**config.mk**
```make
export PLATFORM = sky130hd
export DESIGN_NAME = equals_cov_monitor
export DESIGN_NICKNAME = d
export VERILOG_FILES = /design/src/rtl/equals_cov_monitor.sv
export SDC_FILE = /design/constraint.sdc
export NUM_CORES = 1
export LEC_CHECK = 0
export BUFFER_PORTS_ARGS = -buffer_cell sky130_fd_sc_hd__clkbuf_2
export CAP_MARGIN = 5
export CORE_ASPECT_RATIO = 1.25
export CORE_MARGIN = 4
export CORE_UTILIZATION = 49
export DETAILED_ROUTE_END_ITERATION = 6
export PLACE_DENSITY = 0.81
export SLEW_MARGIN = 20
export SYNTH_ARGS = -nofsm -noshare
export SYNTH_HDL_FRONTEND = slang
export SYNTH_SLANG_ARGS = --single-unit
```
**constraint.sdc**
```tcl
create_clock -name clk -period 6.65 [get_ports clk]
set_clock_uncertainty 0.1 [all_clocks]
set_input_delay 1.33 -clock clk [delete_from_list [all_inputs] [get_ports clk]]
set_output_delay 1.33 -clock clk [all_outputs]
set_load 0.1 [all_outputs]
```
**src/rtl/equals_cov_monitor.sv**
```systemverilog
// ============================================================================
// Module  : equals_cov_monitor
// Brief   : Hardware coverage collector for a 2-bit sample stream: value-bin
//           hit counters, optional transition bins (EQUALS_COV_TRANS_BINS_EN),
//           covered-bin count and a one-shot coverage-complete pulse.
// Rev     : 1.0  initial release
// ============================================================================
`default_nettype none

module equals_cov_monitor #(
    parameter int CNT_W    = 8,
    parameter int AT_LEAST = 1
) (
    input  logic             clk,
    input  logic             rst_n,
    input  logic             sample_valid,
    input  logic [1:0]       sample_data,
    input  logic             clear,
    input  logic [1:0]       rd_sel,
    output logic [CNT_W-1:0] rd_count,
    output logic [3:0]       val_hit,
    output logic [15:0]      trans_hit,
    output logic [4:0]       bins_covered,
    output logic             cov_done
);

    localparam logic [CNT_W-1:0] c_cnt_max  = {CNT_W{1'b1}};
    localparam logic [CNT_W-1:0] c_cnt_one  = CNT_W'(1);
    localparam logic [CNT_W-1:0] c_at_least = CNT_W'(AT_LEAST);

    localparam logic [1:0] c_st_no_prev   = 2'd0;
    localparam logic [1:0] c_st_track     = 2'd1;
    localparam logic [1:0] c_st_done_hold = 2'd2;

    logic [1:0]       r_state;
    logic [1:0]       w_state_next;
    logic [CNT_W-1:0] r_cnt [4];
    logic             w_capture;
    logic             w_all_cov;
    logic [4:0]       w_pop;

    // A sample coinciding with clear is dropped.
    assign w_capture = sample_valid & ~clear;

    always_ff @(posedge clk or negedge rst_n) begin
        if (!rst_n) begin
            for (int i = 0; i < 4; i++) r_cnt[i] <= '0;
        end else if (clear) begin
            for (int i = 0; i < 4; i++) r_cnt[i] <= '0;
        end else if (sample_valid && (r_cnt[sample_data] != c_cnt_max)) begin
            r_cnt[sample_data] <= r_cnt[sample_data] + c_cnt_one;
        end
    end

    always_comb begin
        val_hit = '0;
        for (int i = 0; i < 4; i++) val_hit[i] = (r_cnt[i] >= c_at_least);
    end

    assign rd_count = r_cnt[rd_sel];

`ifdef EQUALS_COV_TRANS_BINS_EN
    logic [1:0]  r_prev;
    logic [15:0] r_trans;

    always_ff @(posedge clk or negedge rst_n) begin
        if (!rst_n) begin
            r_prev  <= '0;
            r_trans <= '0;
        end else if (clear) begin
            r_prev  <= '0;
            r_trans <= '0;
        end else if (w_capture) begin
            r_prev <= sample_data;
            // NO_PREV means r_prev holds no real sample yet.
            if (r_state != c_st_no_prev) r_trans[{r_prev, sample_data}] <= 1'b1;
        end
    end

    assign trans_hit = r_trans;
    assign w_all_cov = (&val_hit) & (&r_trans);
`else
    assign trans_hit = '0;
    assign w_all_cov = &val_hit;
`endif

    always_comb begin
        w_pop = '0;
        for (int i = 0; i < 4; i++)  w_pop = w_pop + 5'(val_hit[i]);
        for (int i = 0; i < 16; i++) w_pop = w_pop + 5'(trans_hit[i]);
    end

    assign bins_covered = w_pop;

    always_ff @(posedge clk or negedge rst_n) begin
        if (!rst_n) r_state <= c_st_no_prev;
        else        r_state <= w_state_next;
    end

    always_comb begin
        w_state_next = r_state;
        if (clear) begin
            w_state_next = c_st_no_prev;
        end else begin
            case (r_state)
                c_st_no_prev:   if (sample_valid) w_state_next = c_st_track;
                c_st_track:     if (w_all_cov)    w_state_next = c_st_done_hold;
                c_st_done_hold: w_state_next = c_st_done_hold;
                default:        w_state_next = c_st_no_prev;
            endcase
        end
    end

    // Pulse lasts one cycle: the FSM moves to DONE_HOLD on the following edge.
    assign cov_done = w_all_cov & (r_state != c_st_done_hold);

endmodule

`default_nettype wire
```
Yosys cells after proc, flatten, opt, wreduce, memory -nomap -nowiden --
Index checks and enable logic that the tools add are counted.
Storage, ports and cells: register bits after elaboration 34, bits of input ports 8, output and inout port bits 34, word-level logic and storage cells 46
Operators by class: $add $sub $neg 4, order comparisons 7, equality and inequality tests 6, muxes and demuxes 15, bitwise logic cells 3, reduce and logical (&&, ||, !) cells 6
Operators by type and width (number):
- $mux 32 | 2
- $mux 8 | 5
- $bmux 8 s2 | 2
- $bwmux 32 | 1
- $ge 8x1->1 const B | 4
- $demux 8 s2 | 1
- $add 8x1->8 const B | 1
- $ne 8x8->1 const B | 1
- $ge 3x3->1 const B | 2
- $mux 2 | 3
- $ne 3x3->1 const B | 2
- $not 2->3 | 2
- $pmux 2 s3 | 1
- $add 3x1->4 | 1
- $reduce_and 4->1 | 1
- $add 2x1->3 | 1
- $lt 3x1->1 const B | 1
- $add 1x1->2 | 1
- $eq 2x1->1 const B | 1
- $eq 2x2->1 const B | 1
- $logic_and 1x1->1 | 2
- $logic_not 2->1 | 1
- $ne 2x2->1 const B | 1
- $reduce_and 2->1 | 1
- other kinds (2) | 2

Logic depth before layout (Yosys ltp) --
depth after elaboration 8, mapped depth 9, depth with buffers taken out 6

Least setup slack after synthesis --
Ideal clock, no wire load.
path kind reg-to-output, start point reg r_cnt[2] in the netlist's numbering, end point out bins_covered[1], data arrival time 3.037 ns, required time 5.220 ns, setup slack 2.183 ns, cell stages (with the launch flop) 6, buffers on the path 0, cells stage by stage dfrtp_1 > nor4_1 > nand2_1 > fa_1 > ha_1 > ha_1
Between the ends: longest elaborated chain between the ends 2
RTL lines:
- from (decl) | RTL line 37 | logic [CNT_W-1:0] r_cnt [4];
- from (signal, indexed assignment) | RTL line 51 | r_cnt[sample_data] <= r_cnt[sample_data] + c_cnt_one;
- $ge 8x1->1 | RTL line 57 | for (int i = 0; i < 4; i++) val_hit[i] = (r_cnt[i] >= c_at_least);
- net val_hit[3] | RTL line 21 | output logic [3:0] val_hit,
- $add 3x1->4 | RTL line 89 | for (int i = 0; i < 4; i++) w_pop = w_pop + 5'(val_hit[i]);
- to (decl) | RTL line 23 | output logic [4:0] bins_covered,
The timed path passes the listed nets, and every way through them passes these cells.

Final worst setup path --
start point reg r_cnt[30] in the netlist's numbering, end point out bins_covered[1]
Between the ends: longest elaborated chain between the ends 4
RTL lines (RTL line):
- $ge 8x1->1 | 57
- $add 1x1->2 | 89
- $add 2x1->3 | 89
- $add 3x1->4 | 89
Every way passes these cells.

==> results.json <==
{
  "status": "complete, no violations",
  "met1Wirelength_mm": 2.02,
  "gp_congestion": 0.879,
  "p_total_uw": 600,
  "critPathRequiredTime_ps": 5220,
  "core_mm2": 0.00446,
  "fin_nets": 233,
  "tns_ps": 0,
  "maxCapViolations": 0,
  "ys_seq_area_share_pct": 37.2,
  "cts_tree": "yes",
  "initial_core_util_pct": 51.3,
  "drt_wl_total_mm": 5.29,
  "io_pins": 42,
  "die_y_um": 84.4,
  "ys_async_sr_fraction_pct": 100,
  "dr_wl_met2_mm": 2.71,
  "cts_buffers": 5,
  "insertion_delay_ps": 290,
  "synth_area_per_cell_um2": 11.6,
  "port_buffers": 23,
  "vias_per_cell": 6.23,
  "antenna_cells": 0,
  "ir_drop_mv": 0.115,
  "dr_wl_met3_um": 409,
  "cts-resized-gates": 0,
  "grt_pass1_wl_mm": 8.89,
  "netlist_top_cells_area": "dfrtp_1 37%, mux4_2 12%, buf_4 5.9%",
  "regToRegStartpoint": "r_cnt[0]$_DFFE_PN0P_",
  "crit_path_max_fanout": 4,
  "ys_types": 47,
  "crit_path_end_kind": "output port",
  "r2r_end": "r_cnt[7]$_DFFE_PN0P_",
  "maxSlewHeadroom_pct": 44.2,
  "synth_edf_count": 0,
  "critPathMostFrequentCell": "ha_1",
  "cts.htree.levels": 2,
  "drc": 0,
  "place_inst": 267,
  "synth_warnings": 0,
  "cts_buffer_depth": 2,
  "synth_common_cells": "34 x dfrtp_1, 18 x buf_4, 18 x nor2_1",
  "vias": 1713,
  "whs_ps": 452,
  "leakagePower_uw": 0.00106,
  "syn_inst": 197,
  "cts_root_buffer": "clkbuf_8",
  "synthFlopType": "dfrtp_1",
  "hold_class": "register to register",
  "clock.fmax_ghz": 0.239,
  "path_clk_slew_ps": 70,
  "cts_setup_buffers": 0,
  "drive_gt1_share_pct": 24.0,
  "fin_crit_sh_pct": 62.9,
  "drt-initial-drc-count": 127,
  "worst_pin_slew_ps": 837,
  "min_period_ps": 4180,
  "p_per_area_mw_per_mm2": 247,
  "synth_seq_cells": 34,
  "rsz0062_at_grt": "no",
  "crit_path_end": "bins_covered[1]",
  "track_usage_pct": 19.4,
  "critPathLaunch": "r_cnt[30]$_DFFE_PN0P_",
  "ant_nets": 0,
  "num_rows": 27,
  "slowest_delay_ps": 510,
  "cp-start-kind": "register",
  "drtPass1Iterations": 4,
  "yosysTopAreaCell": "dfrtp_1",
  "setup_viol": 0,
  "stdcell_count": 275,
  "synth.top_cell.area_share_pct": 37.2,
  "grt_max_degree": 35,
  "grt_overflow": 0,
  "arrival_ps": 2750,
  "syn_to_final_growth_pct": 6.08,
  "top_layer": "met4",
  "critical_path_class": "register to output port",
  "cp_cell_sequence": "nor4_1, nand2_1, fa_1, ha_1, ha_1, clkbuf_2",
  "holdBufCountCts": 0,
  "wl_per_cell_um": 19.2,
  "grt_pass1_vias": 1731,
  "die_area_mm2": 0.00583,
  "reg2regPathDepth": 6,
  "yosysMostFrequentCell": "dfrtp_1",
  "slew_viol_final": 0,
  "hold_viol": 0,
  "die_x_um": 69.1,
  "reg2reg_slack_ps": 4230,
  "clkSinkCount": 34,
  "hpwl_mm": 3.86,
  "antenna_found_initial": 0,
  "critPathSlowestCell": "fa_1",
  "netlist_area_mm2": 0.00229
}
[report_power, final]
part	switching (uW)	internal, uW	leakage, uW
sequential	8.35	216	0.000469
clock	74.7	83.1	0.0000472
combinational	176	42.1	0.000542
[sequential cells by signal (all words and copies together) (netlist names)]
register,cells
r_cnt,32
r_state,2
[how the worst min path moves through the flow]
stage	start	endpoint	slack [ps]	depth (start not counted)
final	r_cnt[13]$_DFFE_PN0P_	r_cnt[13]$_DFFE_PN0P_	450	1
after global routing	r_cnt[1]$_DFFE_PN0P_	r_cnt[1]$_DFFE_PN0P_	460	1
after CTS	r_cnt[1]$_DFFE_PN0P_	r_cnt[1]$_DFFE_PN0P_	450	1
after detailed placement	r_cnt[1]$_DFFE_PN0P_	r_cnt[1]$_DFFE_PN0P_	430	1
after global placement	r_cnt[1]$_DFFE_PN0P_	r_cnt[1]$_DFFE_PN0P_	420	1
after floorplan	r_cnt[14]$_DFFE_PN0P_	r_cnt[14]$_DFFE_PN0P_	390	1
[area by class of cell]
type                       count  area (um2)
multi-input combinational    146        1270
inverter                       6        22.5
fill                         389        2030
tap                           58        72.6
clock inverter                 2        12.5
sequential                    34         851
timing repair buffer          23         115
clock buffer                   6        82.6
[per-layer routing]
layer,vias to the layer above,global-route usage [%]
met4,0,10.8
li1,753,-
met2,99,31.3
met5,-,0
met1,848,24.1
met3,13,4.43
[worst max-delay path: cells and delay by family, from the launching register on]
kind	cells	cell delay [ps]
adders and majority gates	3	1000
and+or+nand+nor	2	600
buffers and inverters	1	450
DFF	1	420
[cell families (layout without fill, tap and decap cells)]
kind of cell,after synthesis,count (layout),synth area share (%)
xor gates and xnor gates,5,5,1.92
DFF,34,34,37.2
adders and majority gates,9,9,5.25
muxes,18,18,17.3
and+or+nand+nor,52,52,11.7
AOI/OAI and AO/OA,44,44,16.4
other,1,18,0.164
buffers and inverters,34,37,10.1
[stage by stage]
step           cell area (um2)  setup WS, ps  util, %
3_5_place_dp              2330          2640     52.2
3_3_place_gp              2330          2640     52.2
5_1_grt                   2420          2340     54.4
2_1_floorplan             2350          2180        -
6_report                  2420          2470     54.4
4_1_cts                   2420          2490     54.4
[placed cells by master, fill, tap and decap left out, types with 3 or more instances in the layout]
master,n
clkbuf_8,6
nand2b_1,3
clkbuf_2,23
conb_1,18
ha_1,8
nand2_1,8
mux4_1,4
inv_1,6
dfrtp_1,34
nand3_1,5
nor4_1,8
nor2_1,18
a211oi_1,10
o2bb2ai_1,14
mux4_2,12
xor2_1,3
(Power assumes the default switching activity.)
